**config.mk**
```make
export PLATFORM = sky130hd
export DESIGN_NAME = lc3_int_priority_encoder
export DESIGN_NICKNAME = d
export VERILOG_FILES = /design/src/rtl/lc3_int_priority_encoder.sv
export SDC_FILE = /design/constraint.sdc
export NUM_CORES = 1
export LEC_CHECK = 0
export BUFFER_PORTS_ARGS = -buffer_cell sky130_fd_sc_hd__buf_2
export CORE_MARGIN = 10
export CORE_UTILIZATION = 35
export DETAILED_ROUTE_END_ITERATION = 16
export GPL_TIMING_DRIVEN = 0
export PLACE_DENSITY = 0.64
export SYNTH_ARGS = -nofsm -noshare
export SYNTH_HDL_FRONTEND = slang
export SYNTH_SLANG_ARGS = --single-unit
```
**constraint.sdc**
```tcl
create_clock -name clk -period 1.78 [get_ports clk]
set_clock_uncertainty 0.1 [all_clocks]
set_input_delay 0.089 -clock clk [delete_from_list [all_inputs] [get_ports clk]]
set_output_delay 0.089 -clock clk [all_outputs]
set_load 0.02 [all_outputs]
```
**src/rtl/lc3_int_priority_encoder.sv**
```systemverilog
// rtl/lc3_int_priority_encoder.sv - registered interrupt priority encoder with pending latch, mask and grant handshake
module lc3_int_priority_encoder #(
  parameter int N    = 8,
  parameter int IW   = 3,
  parameter int EDGE = 1,
  parameter int RR   = 0
) (
  input  logic          clk,
  input  logic          rst_n,
  input  logic [N-1:0]  req_in,
  input  logic [N-1:0]  mask,
  output logic          int_valid,
  output logic [IW-1:0] int_idx,
  input  logic          int_ack,
  output logic [N-1:0]  pending
);

  typedef enum logic {IDLE, GRANT} state_t;

  state_t        state;
  logic [N-1:0]  req_q;
  logic [N-1:0]  set;
  logic [N-1:0]  clr;
  logic [N-1:0]  elig;
  logic [N-1:0]  rot;
  logic [IW-1:0] rr_ptr;
  logic [IW-1:0] base;
  logic [IW-1:0] off;
  logic [IW-1:0] sel;
  logic [IW:0]   sum;

  // req_q resets to 0, so a line already high at reset release reads as a rising edge
  assign set  = (EDGE != 0) ? (req_in & ~req_q) : req_in;
  assign clr  = (state == GRANT && int_ack) ? (N'(1) << int_idx) : '0;
  assign elig = pending & mask;
  assign base = (RR != 0) ? rr_ptr : '0;

  // Rotate so the search start sits at bit 0, take the lowest set bit, then rotate the index back
  always_comb begin
    rot = N'({elig, elig} >> base);
    off = '0;
    for (int i = N - 1; i >= 0; i--) begin
      if (rot[i]) off = IW'(i);
    end
    sum = {1'b0, base} + {1'b0, off};
    if (sum >= (IW + 1)'(N)) sum = sum - (IW + 1)'(N);
    sel = sum[IW-1:0];
  end

  always_ff @(posedge clk or negedge rst_n) begin
    if (!rst_n) begin
      state     <= IDLE;
      req_q     <= '0;
      pending   <= '0;
      int_valid <= 1'b0;
      int_idx   <= '0;
      rr_ptr    <= '0;
    end else begin
      req_q   <= req_in;
      pending <= (pending & ~clr) | set;
      case (state)
        IDLE: begin
          if (elig != '0) begin
            int_idx   <= sel;
            int_valid <= 1'b1;
            state     <= GRANT;
          end
        end
        GRANT: begin
          // Grant is never withdrawn; only an ack releases it
          if (int_ack) begin
            int_valid <= 1'b0;
            rr_ptr    <= (int_idx == IW'(N - 1)) ? '0 : int_idx + 1'b1;
            state     <= IDLE;
          end
        end
        default: state <= IDLE;
      endcase
    end
  end

endmodule

```
==> metrics <==
outcome finished clean; fillers between 200 and 250; Synth Warn # 0; Die Height about 69 um; Num CTS Buffers 3; clock slew at reported path FFs between 100 and 150 ps; critical-path cell list a22oi_2 -> nand4_1 -> a32o_1; initial core utilization a little under two fifths; sequential share of power between 40% and 50%; Core Region 2280 sq um; min cycle time layout roughly 1300 ps; P_leak roughly 0.54 nW; die area just under 5000 sq um; combinational family with the most area after synthesis compound AO/OA/AOI/OAI gates; Post-Synth Adder-Cell Area 0%; Max Fclk 778 MHz; CP max stage delay about 430 ps; num ports 31; worst-path fanout max 5; Critical Path AT around 1400 ps; maximum buffer depth of the clock tree 2; cell depth of the worst hold path 4; Root Buffer clkbuf_4; worst hold slack slightly below 80 ps; CP endpoint kind flip-flop; Inserted Diodes 0; Mapped Cells 80; commonest cells after routing, fill and taps aside buf_2, dfrtp_1, o21ai_1, inv_1, dlygate4sd3_1; Power Density 1390 nW/um^2; CTS resizes 0; Comb pwr share 40.5%; Initial DRC Count 9; Total GRT Usage under 10%; Setup TNS 0 ps; critical path startpoint category flip-flop; grt ovf 0; antenna-violating nets left 0; Worst path slowest cell dfrtp_1; Avg Synthesized Cell Area around 11 sq um; fin. max-slew vios 0; clock latency on the worst-skew pair roughly 300 ps; max cap viols 0; Synth Area in Compound Gates between 20% and 30%; worst endpoint required time about 1900 ps; CTS sink cnt 21; Crit Path Category reg2reg; syn nets between 90 and 100; Post-Synth Simple-Gate Area under 10%; Slew @ Worst Pin between 400 and 500 ps; xor-xnor portion of the synthesized cell area 0%; R2R depth 3; share of cells above drive strength 1 slightly below 30%; CTS tree done; Synth cell types 19; Sw Pwr about 0.00067 W; gp weighted congestion ~0.8; HPWL after detailed placement between 1.5 and 2 mm; cell-internal power between 0.0009 and 0.001 W; area of the multi-input gates 284 sq um; H-Tree Level Count 1; area grow syn2layout 36.6%; Clock power frac about 14%; final setup fails 0; min-delay worst type in2reg; vias ~740; synthesized flop and latch total 21; first-pass GRT wire length about 3.6 mm; final WL roughly 2.1 mm; largest net degree at the start of global routing 22; initial antenna violation count 0; vias in the first global route 783; RSZ-0062 raised after global routing no; hold-fix buffers at CTS 10; most common cell after layout, fill and taps aside buf_2; final hold violations 0; Mapped Area ~850 sq um; Worst VDD drop 0.000789 V; Rel. slew slack 69.1%; die width a little under 70 um; nets roughly 140; residual DRC count 0; first-pass iteration count of the detailed router 5; Avg Vias per Cell 4.86; FF+latch area 526 sq um; sw frac around 40%; Avg WL per Cell 13.8 um; FP Rows 17; period utilisation layout 72.2%; register area share after synthesis 61.7%; I/O Buffers 30; Setup Fix Bufs, Post-CTS 0; post-synthesis mux area share 0%
-- flip-flops by register name, indices dropped and copies added (netlist names) --
register,count
pending,8
req_q,8
int_idx,3
int_valid,1
state,1
-- critical path: cells and delay by family, from the launching register on --
kind	cells	cell delay, ps
AOI/OAI and AO/OA	2	520
DFF	1	430
and+or+nand+nor	1	130
-- power groups by stage --
| stage | Sequential (W) | Combinational [W] | Clock [W] |
|---|---|---|---|
| 2_1_floorplan | 0.000859 | 0.000291 | 0 |
| 3_3_place_gp | 0.000743 | 0.000644 | 0 |
| 3_5_place_dp | 0.000747 | 0.000650 | 0 |
| 4_1_cts | 0.000740 | 0.000669 | 0.000232 |
| 5_1_grt | 0.000763 | 0.000741 | 0.000258 |
| 6_report | 0.000735 | 0.000656 | 0.000226 |
-- per-stage QoR --
stage	worst slack (ps)	total power [W]	area (sq um)	std cells	util [%]
2_1_floorplan	483	0.00115	852	80	-
3_3_place_gp	523	0.00139	1040	138	45.6
4_1_cts	487	0.00164	1160	152	51.1
6_report	495	0.00162	1160	152	51.1
3_5_place_dp	509	0.00140	1040	138	45.6
5_1_grt	371	0.00176	1160	152	51.1
-- cell families after synthesis --
group                  count (synthesis)
buffers and inverters                 11
DFF                                   21
and+or+nand+nor                       17
AOI/OAI and AO/OA                     31
-- final timing paths --
path | from | slack [ps] | end
max | pending[2]$_DFF_PN0_ | 490 | int_idx[0]$_DFFE_PN0P_
min | mask[0] | 80 | int_idx[1]$_DFFE_PN0P_
max reg2reg | pending[2]$_DFF_PN0_ | 490 | int_idx[0]$_DFFE_PN0P_
min reg2reg | req_q[1]$_DFF_PN0_ | 310 | pending[1]$_DFF_PN0_
max in group asynchronous | rst_n | 1110 | state$_DFF_PN0_
min in group asynchronous | rst_n | 150 | req_q[5]$_DFF_PN0_
-- cells in the mapped netlist --
cell	count	area [sq um]
inv_1	10	37.5
dfrtp_1	21	526
o21ai_1	14	70.1
nand2_1	6	22.5
nand3b_1	1	7.51
a21oi_1	5	25.0
o31ai_1	2	15.0
o21ai_0	1	5.00
a22oi_2	3	37.5
o211ai_1	1	7.51
buf_2	1	5.00
a22oi_1	2	15.0
a32oi_1	1	8.76
a41o_1	1	10.0
a32o_1	1	10.0
nand3_1	2	10.0
nand4_1	1	6.26
nand2b_1	3	18.8
nor2_1	4	15.0
-- per-layer routing --
metal | up-vias | wire [um] | track usage (%) | part of all wire, %
li1 | 369 | - | - | -
met1 | 347 | 809 | 9.03 | 39
met2 | 17 | 1160 | 16.5 | 55
met3 | 5 | 91 | 2.57 | 4.3
met4 | 0 | 34 | 3.99 | 1.6
met5 | - | 0 | 0 | 0
-- final cells by class --
class / count / share of cell area (%)
timing repair buffer: 40 / 21.5
sequential: 21 / 45.2
clock buffer: 4 / 2.26
buffer: 1 / 0.430
tap: 28 / 3.01
multi-input combinational: 48 / 24.4
inverter: 10 / 3.23
Power figures use the tool's default switching activity.
